## src/rtl/target_box_detect.sv

```systemverilog
// Per-frame bounding boxes of set motion-mask pixels, split into a left and a right target at SPLIT_X.
// Optional build macro BOX_RUN_FILTER_EN: only pixels inside horizontal runs of at least RUN_MIN are counted.
module target_box_detect #(
    parameter logic [10:0] IMG_HDISP  = 11'd1280,
    parameter logic [9:0]  IMG_VDISP  = 10'd720,
    parameter logic [10:0] SPLIT_X    = 11'd640,
    parameter logic [20:0] MIN_PIXELS = 21'd64
`ifdef BOX_RUN_FILTER_EN
    ,
    parameter logic [3:0]  RUN_MIN    = 4'd4
`endif
) (
    input  logic        clk,
    input  logic        rst,
    input  logic        per_frame_vsync,
    input  logic        per_frame_href,
    input  logic        per_frame_clken,
    input  logic        per_img_bit,
    output logic [42:0] target_pos_out1,
    output logic [42:0] target_pos_out2,
    output logic        target_valid
);

    localparam logic [10:0] XMIN_INIT = 11'h7FF;
    localparam logic [9:0]  YMIN_INIT = 10'h3FF;
    localparam logic [20:0] CNT_MAX   = 21'h1FFFFF;

    function automatic logic [20:0] sat_add(input logic [20:0] a, input logic [20:0] b);
        logic [21:0] s;
        s = {1'b0, a} + {1'b0, b};
        return s[21] ? CNT_MAX : s[20:0];
    endfunction

    function automatic logic [42:0] pack_box(input logic [20:0] cnt,
                                             input logic [9:0]  ymax,
                                             input logic [10:0] xmax,
                                             input logic [9:0]  ymin,
                                             input logic [10:0] xmin);
        if (cnt >= MIN_PIXELS)
            return {1'b1, ymax, xmax, ymin, xmin};
        return 43'd0;
    endfunction

    logic        vsync_q, vsync_d;
    logic        sync_ok_q, sync_ok_d;
    logic [10:0] x_q, x_d;
    logic [9:0]  y_q, y_d;
    logic [10:0] xmin_q [2];
    logic [10:0] xmin_d [2];
    logic [10:0] xmax_q [2];
    logic [10:0] xmax_d [2];
    logic [9:0]  ymin_q [2];
    logic [9:0]  ymin_d [2];
    logic [9:0]  ymax_q [2];
    logic [9:0]  ymax_d [2];
    logic [20:0] cnt_q  [2];
    logic [20:0] cnt_d  [2];
    logic [42:0] pos1_q, pos1_d;
    logic [42:0] pos2_q, pos2_d;
    logic        valid_q, valid_d;

    logic        pix_vld;
    logic        frame_end;
    logic        rgn;
    logic        acc_en;
    logic [10:0] x_lo;
    logic [20:0] cnt_inc;

    // sync_ok stays low after a reset until vsync has been seen low, so a frame
    // interrupted by reset is neither accumulated nor published.
    assign pix_vld   = per_frame_vsync & sync_ok_q & per_frame_href & per_frame_clken;
    assign frame_end = vsync_q & ~per_frame_vsync & sync_ok_q;
    assign rgn       = (x_q >= SPLIT_X);

`ifdef BOX_RUN_FILTER_EN
    logic [3:0] run_q, run_d, run_base;

    always_comb begin
        run_base = (x_q == 11'd0 || x_q == SPLIT_X) ? 4'd0 : run_q;
        run_d    = run_q;
        acc_en   = 1'b0;
        x_lo     = x_q;
        cnt_inc  = 21'd1;
        if (!per_frame_vsync) begin
            run_d = 4'd0;
        end else if (pix_vld) begin
            if (!per_img_bit) begin
                run_d = 4'd0;
            end else if (run_base >= RUN_MIN) begin
                run_d  = RUN_MIN;
                acc_en = 1'b1;
            end else begin
                run_d = run_base + 4'd1;
                // The run just qualified: credit it retroactively from its first pixel.
                if (run_d == RUN_MIN) begin
                    acc_en  = 1'b1;
                    x_lo    = x_q - {7'd0, RUN_MIN - 4'd1};
                    cnt_inc = {17'd0, RUN_MIN};
                end
            end
        end
    end

    always_ff @(posedge clk or posedge rst) begin
        if (rst) run_q <= 4'd0;
        else     run_q <= run_d;
    end
`else
    always_comb begin
        acc_en  = pix_vld & per_img_bit;
        x_lo    = x_q;
        cnt_inc = 21'd1;
    end
`endif

    always_comb begin
        vsync_d   = per_frame_vsync;
        sync_ok_d = sync_ok_q | ~per_frame_vsync;
        x_d       = x_q;
        y_d       = y_q;
        xmin_d    = xmin_q;
        xmax_d    = xmax_q;
        ymin_d    = ymin_q;
        ymax_d    = ymax_q;
        cnt_d     = cnt_q;
        pos1_d    = pos1_q;
        pos2_d    = pos2_q;
        valid_d   = 1'b0;

        if (!per_frame_vsync) begin
            x_d = 11'd0;
            y_d = 10'd0;
        end else if (pix_vld) begin
            if (x_q == IMG_HDISP - 11'd1) begin
                x_d = 11'd0;
                if (y_q != IMG_VDISP - 10'd1)
                    y_d = y_q + 10'd1;
            end else begin
                x_d = x_q + 11'd1;
            end
        end

        if (frame_end) begin
            pos1_d  = pack_box(cnt_q[0], ymax_q[0], xmax_q[0], ymin_q[0], xmin_q[0]);
            pos2_d  = pack_box(cnt_q[1], ymax_q[1], xmax_q[1], ymin_q[1], xmin_q[1]);
            valid_d = 1'b1;
            xmin_d  = '{XMIN_INIT, XMIN_INIT};
            xmax_d  = '{11'd0, 11'd0};
            ymin_d  = '{YMIN_INIT, YMIN_INIT};
            ymax_d  = '{10'd0, 10'd0};
            cnt_d   = '{21'd0, 21'd0};
        end else if (acc_en) begin
            if (x_lo < xmin_q[rgn]) xmin_d[rgn] = x_lo;
            if (x_q > xmax_q[rgn])  xmax_d[rgn] = x_q;
            if (y_q < ymin_q[rgn])  ymin_d[rgn] = y_q;
            if (y_q > ymax_q[rgn])  ymax_d[rgn] = y_q;
            cnt_d[rgn] = sat_add(cnt_q[rgn], cnt_inc);
        end
    end

    always_ff @(posedge clk or posedge rst) begin
        if (rst) begin
            vsync_q   <= 1'b0;
            sync_ok_q <= 1'b0;
            x_q       <= 11'd0;
            y_q       <= 10'd0;
            xmin_q    <= '{XMIN_INIT, XMIN_INIT};
            xmax_q    <= '{11'd0, 11'd0};
            ymin_q    <= '{YMIN_INIT, YMIN_INIT};
            ymax_q    <= '{10'd0, 10'd0};
            cnt_q     <= '{21'd0, 21'd0};
            pos1_q    <= 43'd0;
            pos2_q    <= 43'd0;
            valid_q   <= 1'b0;
        end else begin
            vsync_q   <= vsync_d;
            sync_ok_q <= sync_ok_d;
            x_q       <= x_d;
            y_q       <= y_d;
            xmin_q    <= xmin_d;
            xmax_q    <= xmax_d;
            ymin_q    <= ymin_d;
            ymax_q    <= ymax_d;
            cnt_q     <= cnt_d;
            pos1_q    <= pos1_d;
            pos2_q    <= pos2_d;
            valid_q   <= valid_d;
        end
    end

    assign target_pos_out1 = pos1_q;
    assign target_pos_out2 = pos2_q;
    assign target_valid    = valid_q;

endmodule
```

## config.mk

```make
export PLATFORM = sky130hd
export DESIGN_NAME = target_box_detect
export DESIGN_NICKNAME = d
export VERILOG_FILES = /design/src/rtl/target_box_detect.sv
export SDC_FILE = /design/constraint.sdc
export NUM_CORES = 1
export LEC_CHECK = 0
export CAP_MARGIN = 20
export CORE_MARGIN = 2
export CORE_UTILIZATION = 55
export DETAILED_ROUTE_END_ITERATION = 12
export PLACE_DENSITY_LB_ADDON = 0.08
export SYNTH_ARGS = -nofsm -noshare
export SYNTH_HDL_FRONTEND = slang
export SYNTH_SLANG_ARGS = --single-unit
```

## constraint.sdc

```tcl
create_clock -name clk -period 10.9 [get_ports clk]
set_input_delay 2.18 -clock clk [delete_from_list [all_inputs] [get_ports clk]]
set_output_delay 2.18 -clock clk [all_outputs]
set_load 0.05 [all_outputs]
```

==> metrics, run 1 <==
status completed; sequential power share 48.4%; RSZ-0062 raised after global routing false; synth unique cells 69; Initial Utilization 56.0%; EDFF count, synth 0; TritonCTS buffer count 26; post-route ant nets 0; Placeable Area 21000 µm²; top_reg_cell synth dfrtp_1; total clock sinks 236; gr usage total 26.0%; CTS tree built; total power 0.00187 W; drt first-iter violations 679; Crit Path Category in2reg; CP Data Required Time 11.35 ns; nets 1212; Final GP Congestion 0.874; FF+latch count, synth 236; H-tree levels 1; final setup fails 0; Worst-Margin Slew 0.990 ns; PD cells 136 nW/µm²; Die W 150 µm; Vias 8889; switching share of power 23.1%; max_cap viols 0; critical path arrival 5.71 ns; Fmax achieved 190 MHz; gr ovfl total 0; Mapped Area 11700 µm²; port bufs 92; ys async rst share 100%; Min-Delay Path Class reg2reg; VDD IR max 0.116 mV; first drt pass iteration count 6; count leader, synth dfrtp_1; relative slew slack 34.0%; Post-route DRC 0; clock power share 46.9%; Logic pwr share 4.7%; antenna violations before repair 0; final wirelength 28300 µm; LEAKAGE 6.41 nW; Final WS setup 5.65 ns; final hold vios 0; Area growth, synth to finish 16.8%; post-synthesis sequential area ratio 50.8%; Post-Syn Nets 1145; Setup TNS 0 ns; Power Internal 0.00144 W; root buf cell clkbuf_16; utilization after layout 65.4%; Die Span Y 150 µm; Clock Pin Slew Worst Setup and Hold Paths 0.07 ns; first-pass GRT wire length 47100 µm; Mean Syn Cell Area 10.7 µm²; cts hold-fix bufs 0; Post-CTS Setup Bufs 0; fill count 1715; fin. max-slew vios 0; wire per inst 19.4 µm; layout cells sized above 1 10.9%; Post-synth top cells 194 x dfrtp_1, 112 x mux2i_1, 105 x nor2_1; Antenna diodes 0; Setup WS pre-CTS 5.12 ns; Rows 53; total number of yosys warnings 0; CTS max path bufs 3; Worst-Skew Late Latency 0.54 ns; top cells by area, synth dfrtp_1 41%, mux2i_1 9.6%, dfstp_2 9.4%, a22o_1 6.3%, ha_1 4.7%; Synth top area share 41.4%; cts repair resizes 0; die area 22500 µm²; Vias/cell 6.10; Psw 0.000431 W; largest net degree at the start of global routing 131; crit path max fanout 90; Detail Placement HPWL 18200 µm; I/O Pins 93; vias in the first global route 8879; crit share post-route 48.2%; crit end category flop; post-synth top area cell dfrtp_1; WHS 0.488 ns; Startpoint Class input pin; clock skew 0.0116 ns; Tmin final 5.25 ns; post-synthesis cell count 1095
final timing paths:
path	end	slack (ns)	startpoint	cells after the start
worst min-delay path	target_pos_out2[42]	0.49	target_pos_out2[42]	1
min in group asynchronous	target_pos_out2[24]	2.24	rst	2
worst min register to register	target_pos_out2[42]	0.49	target_pos_out2[42]	1
worst max-delay path	cnt_q[39]	5.65	per_frame_vsync	9
max in group asynchronous	ymax_q[11]	7.33	rst	3
worst max register to register	xmin_q[10]	6.73	x_lo[8]	10
metal layers:
metal / up-vias / routed length (µm) / global-route usage (%)
li1: 4203 / - / -
met1: 4366 / 13500 / 38.6
met2: 268 / 12800 / 40.6
met3: 52 / 1350 / 3.03
met4: 0 / 638 / 7.41
met5: - / 0 / 0
worst max-delay path, stage by stage:
cell             delay (ns)
clkdlybuf4s50_1        0.95
inv_1                  0.30
nand3_4                0.14
buf_4                  0.77
inv_2                  0.54
buf_4                  0.44
o21ai_0                0.21
nand2_1                0.07
o21ai_0                0.07
layout by cell type (no fill, tap or decap), types with 10 or more instances in the layout:
| master | n |
|---|---|
| a211oi_1 | 12 |
| a21oi_1 | 32 |
| a22o_1 | 84 |
| a311oi_1 | 17 |
| a31oi_1 | 12 |
| buf_4 | 12 |
| clkbuf_16 | 26 |
| clkdlybuf4s50_1 | 92 |
| dfrtp_1 | 194 |
| dfstp_2 | 42 |
| ha_1 | 44 |
| inv_1 | 24 |
| mux2i_1 | 112 |
| nand2_1 | 83 |
| nand3_1 | 54 |
| nand4_1 | 14 |
| nor2_1 | 105 |
| nor3_1 | 20 |
| nor4_1 | 11 |
| o21ai_0 | 53 |
| xnor2_1 | 10 |
cells by family (layout without fill, tap and decap cells):
logic type	after synthesis	in the layout	share of synthesized area (%)
simple gates	334	334	14.0
compound gates	258	258	16.0
flops	236	236	50.8
mux	116	116	9.96
buf+inv	93	180	3.52
fa+ha+maj	44	44	4.69
xor+xnor	14	14	1.04
power groups by stage:
stage	logic [W]	clock network [W]	registers (W)
3_5_place_dp	0.0000886	0	0.000921
5_1_grt	0.000101	0.000928	0.000907
4_1_cts	0.0000888	0.000898	0.000905
6_report	0.0000874	0.000877	0.000906
2_1_floorplan	0.0000654	0	0.000916
3_3_place_gp	0.0000864	0	0.000921
flip-flops by register name, summed over array words and instances (netlist names):
name,cells
cnt_q,42
sync_ok_q,1
target_pos_out1,43
target_pos_out2,43
target_valid,1
vsync_q,1
x_lo,11
xmax_q,22
xmin_q,22
y_q,10
ymax_q,20
ymin_q,20
layout make-up:
| class | count | area, µm² | area share (%) |
|---|---|---|---|
| repair buffers | 105 | 1020 | 7.47 |
| well taps | 275 | 344 | 2.51 |
| inverters | 27 | 109 | 0.794 |
| flip-flops and latches | 236 | 5960 | 43.5 |
| clock buffers | 36 | 738 | 5.39 |
| clock inverters | 12 | 124 | 0.904 |
| multi-input cells | 766 | 5410 | 39.5 |
through the flow:
stage | cell area, µm² | std cells
floorplan | 11700 | 1095
global placement | 12800 | 1408
detailed placement | 12800 | 1408
CTS | 13700 | 1456
global route | 13700 | 1457
finish | 13700 | 1457
Power figures use the tool's default switching activity.
==> inputs of run 2 (changes only) <==
Settings changed: CORE_UTILIZATION 55 to 53.
Clock period 10.9 ns to 4.52 ns, I/O delays scaled along.
==> metrics, run 2 (synthesis gave the netlist of run 1 again) <==
status completed; worst setup path start x_lo[10]; Final WS setup 0.806 ns; I/O Pins 93; CTS max path bufs 3; LEAKAGE 6.48 nW; post-route ant nets 0; Final GP Congestion 0.918; die area 23400 µm²; nets 1229; first-pass GRT wire length 48100 µm; post-route cell area 13900 µm²; gr ovfl total 0; final hold vios 0; Area growth, synth to finish 18.3%; RSZ-0062 raised after global routing false; CP Data Required Time 4.96 ns; critical path arrival 4.15 ns; fill count 1794; Multi-input gate area 5410 µm²; Tmin final 3.71 ns; Die W 153 µm; Worst-Margin Slew 0.978 ns; drt first-iter violations 647; fin cells 1478; total clock sinks 236; port bufs 92; Fmax achieved 269 MHz; fin. max-slew vios 0; layout cells sized above 1 12.3%; cts hold-fix bufs 0; Startpoint Class flop; clock skew 0.0156 ns; gr usage total 25.0%; Die Span Y 153 µm; wire per inst 19.6 µm; Post-route DRC 0; crit share post-route 82.2%; worst r2r src x_lo[10]; H-tree levels 1; Clock Pin Slew Worst Setup and Hold Paths 0.06 ns; Rows 54; CTS tree built; Cell Count Post-Placement 1432; PD cells 330 nW/µm²; Vias/cell 6.10; cts repair resizes 0; Min-Delay Path Class reg2reg; Initial Utilization 54.0%; Crit Path Category reg2reg; TritonCTS buffer count 25; VDD IR max 0.212 mV; Setup TNS 0 ns; Vias 9023; relative slew slack 33.1%; final wirelength 28900 µm; Placed Area 13000 µm²; commonest non-fill, non-tap cells in the layout 194 x dfrtp_1, 112 x mux2i_1, 105 x nor2_1; Post-CTS Setup Bufs 0; commonest non-fill, non-tap cell in the layout dfrtp_1; largest net degree at the start of global routing 181; root buf cell clkbuf_16; max_cap viols 0; antenna violations before repair 0; crit path max fanout 24; Setup WS pre-CTS 0.868 ns; vias in the first global route 8988; final setup fails 0; Detail Placement HPWL 19400 µm; Placeable Area 21800 µm²; register area 5960 µm²; crit end category flop; total power 0.00458 W; Antenna diodes 0; first drt pass iteration count 5; Hold Startpoint target_pos_out2[42]; Worst-Skew Late Latency 0.53 ns
-- run 2: cell types whose count changed in the layout (fill, tap and decap cells not counted), sizes merged --
cell / delta
dlymetal6s2s: -1
clkinvlp: +2
clkbuf: +2
clkinv: -7
buf: +19
bufinv: +1
-- run 2: area by class of cell --
| cell class | count | share of cell area, % |
|---|---|---|
| inverters | 27 | 0.757 |
| repair buffers | 123 | 8.48 |
| well taps | 280 | 2.52 |
| clock buffers | 38 | 5.50 |
| clock inverters | 8 | 0.892 |
| multi-input cells | 766 | 38.9 |
| flip-flops and latches | 236 | 42.9 |
-- run 2: where the power goes --
part	switching (W)	leakage, nW	internal [W]	total, W
clock	0.000846	0.433	0.00134	0.00218
sequential	0.0000298	3.14	0.00215	0.00218
combinational	0.000153	2.91	0.0000642	0.000217
total	0.00103	6.48	0.00355	0.00458
-- run 2: worst max-delay path, stage by stage (launching register included) --
cell and delay [ns]:
dfrtp_1 0.71, inv_2 0.26, nand2_2 0.55, mux2i_1 0.28, ha_1 0.29, a211oi_1 0.25, o21ai_0 0.12, nor2_1 0.12
a2bb2oi_1 0.27, nand2_1 0.47, mux2i_1 0.30
-- run 2: per-layer routing --
layer  wire length [µm]  up-vias  track usage, %
li1                   -     4240               -
met1              13700     4437            37.6
met2              13000      287            38.2
met3               1560       59            3.32
met4                654        0            7.19
met5                  0        -               0
-- run 2: stage by stage --
stage / hold slack (ns) / utilization [%]
6_report: 0.486 / 63.8
5_1_grt: 0.500 / 63.8
4_1_cts: 0.488 / 63.8
3_5_place_dp: 0.470 / 59.8
3_3_place_gp: 0.460 / 59.8
2_1_floorplan: 0.461 / -
-- run 2: worst paths after layout --
kind	slack, ns	cells after the start	end
min in group asynchronous	0.97	3	target_pos_out2[26]
max reg2reg	0.81	10	xmin_q[12]
max	0.81	10	xmin_q[12]
min	0.49	1	target_pos_out2[42]
min reg2reg	0.49	1	target_pos_out2[42]
max in group asynchronous	2.77	3	ymax_q[4]
==> inputs of run 3 (changes only) <==
Clock period 4.52 ns to 3.2 ns, I/O delays scaled along.
==> metrics, run 3 (synthesis gave the netlist of run 1 again) <==
total clock sinks 236; clock skew 0.00841 ns; TritonCTS buffer count 26; antenna violations before repair 1; Cell Count Post-Placement 1452; I/O Pins 93; critical path arrival 3.54 ns; Vias/cell 6.07; drt first-iter violations 661; CP Data Required Time 3.66 ns; Fmax achieved 324 MHz; Detail Placement HPWL 20200 µm; worst r2r src x_lo[7]; crit share post-route 96.5%; Startpoint Class flop; fin. max-slew vios 0; Placeable Area 21800 µm²; gr usage total 25.6%; root buf cell clkbuf_16; LEAKAGE 6.61 nW; H-tree levels 1; Area growth, synth to finish 20.3%; port bufs 92; Worst R2R Setup Slack 0.11 ns; fill count 1734; first drt pass iteration count 6; Logic pwr share 5.1%; first-pass GRT wire length 49100 µm; Initial Utilization 54.0%; CTS max path bufs 3; nets 1250; total power 0.00638 W; register area 5960 µm²; Die W 153 µm; worst r2r dst xmin_q[14]; Worst-Skew Late Latency 0.53 ns; Crit Path Category reg2reg; post-route cell area 14100 µm²; final wirelength 29600 µm; final hold vios 0; Multi-input gate area 5440 µm²; fin cells 1499; wire per inst 19.7 µm; relative slew slack 55.6%; commonest non-fill, non-tap cells in the layout 194 x dfrtp_1, 111 x mux2i_1, 105 x nor2_1; gr ovfl total 0; Psw 0.00150 W; PD cells 451 nW/µm²; max_cap viols 0; vias in the first global route 8990; Final GP Congestion 0.880; Post-CTS Setup Bufs 0; crit end category flop; final setup fails 0; Tmin final 3.09 ns; Power Internal 0.00488 W; Die Span Y 153 µm; switching share of power 23.5%; die area 23400 µm²; layout cells sized above 1 14.4%; sequential power share 48.4%; Setup TNS 0 ns; clock power share 46.4%; largest net degree at the start of global routing 81; Post-route DRC 0; Rows 54; Placed Area 13200 µm²; Antenna diodes 0; commonest non-fill, non-tap cell in the layout dfrtp_1; post-route ant nets 0; Worst-Margin Slew 0.649 ns; Clock Pin Slew Worst Setup and Hold Paths 0.06 ns; Vias 9093; VDD IR max 0.373 mV; WHS 0.474 ns; Min-Delay Path Class in2async; CTS tree built; status completed; crit path max fanout 23; Worst Reg-to-Reg Cells 12
## run 3: routing by layer
metal | wire, µm | vias to the layer above | track usage [%] | part of all wire, %
met3 | 1410 | 47 | 3.57 | 4.8
met4 | 530 | 2 | 6.61 | 1.8
met1 | 14100 | 4503 | 38.1 | 48
li1 | - | 4275 | - | -
met5 | 16 | - | 0 | 0.054
met2 | 13600 | 266 | 39.7 | 46
## run 3: critical path, stage by stage, from the launching register on
cell and delay, ns:
dfrtp_1 0.47, o21a_1 0.29, nor2_8 0.17, buf_12 0.23
mux2i_2 0.30, ha_1 0.24, nor3_1 0.06, a211o_1 0.33
nor3_1 0.25, a2bb2oi_2 0.12, nand2_2 0.17, buf_12 0.16
mux2i_1 0.20
## run 3: power groups by stage
stage | clock, W | sequential, W | combinational [W]
detailed placement | 0 | 0.00314 | 0.000328
finish | 0.00296 | 0.00309 | 0.000326
global placement | 0 | 0.00314 | 0.000322
global route | 0.00316 | 0.00309 | 0.000375
CTS | 0.00302 | 0.00309 | 0.000329
floorplan | 0 | 0.00312 | 0.000223
## run 3: final cells by class
type	instances	share of cell area, %
clock buffers	32	4.98
clock inverters	15	1.07
inverters	27	0.744
multi-input cells	766	38.5
flip-flops and latches	236	42.2
well taps	280	2.48
repair buffers	143	10.1
## run 3: what timing repair did
action | in CTS | in global routing
setup endpoints to repair | 0 | 38
resized for setup | 0 | 8
hold buffers | 0 | 0
## run 3: worst max path at each step
stage                     depth (start not counted)  slack [ns]    endpoint     from
after floorplan                                   1       -0.50    cnt_q[0]      rst
after global placement                           10        0.17   ymax_q[5]  x_lo[7]
after detailed placement                         10        0.11   ymax_q[1]  x_lo[7]
after CTS                                        10        0.09   ymax_q[9]  x_lo[7]
after global routing                             12       -0.05   xmin_q[5]  x_lo[7]
final                                            12        0.11  xmin_q[14]  x_lo[7]
## run 3: per-stage QoR
| step | worst slack, ns | utilization, % |
|---|---|---|
| after global routing | -0.0463 | 64.9 |
| after global placement | 0.173 | 60.9 |
| final | 0.113 | 64.9 |
| after detailed placement | 0.112 | 60.9 |
| after CTS | 0.0916 | 64.8 |
| after floorplan | -0.498 | - |
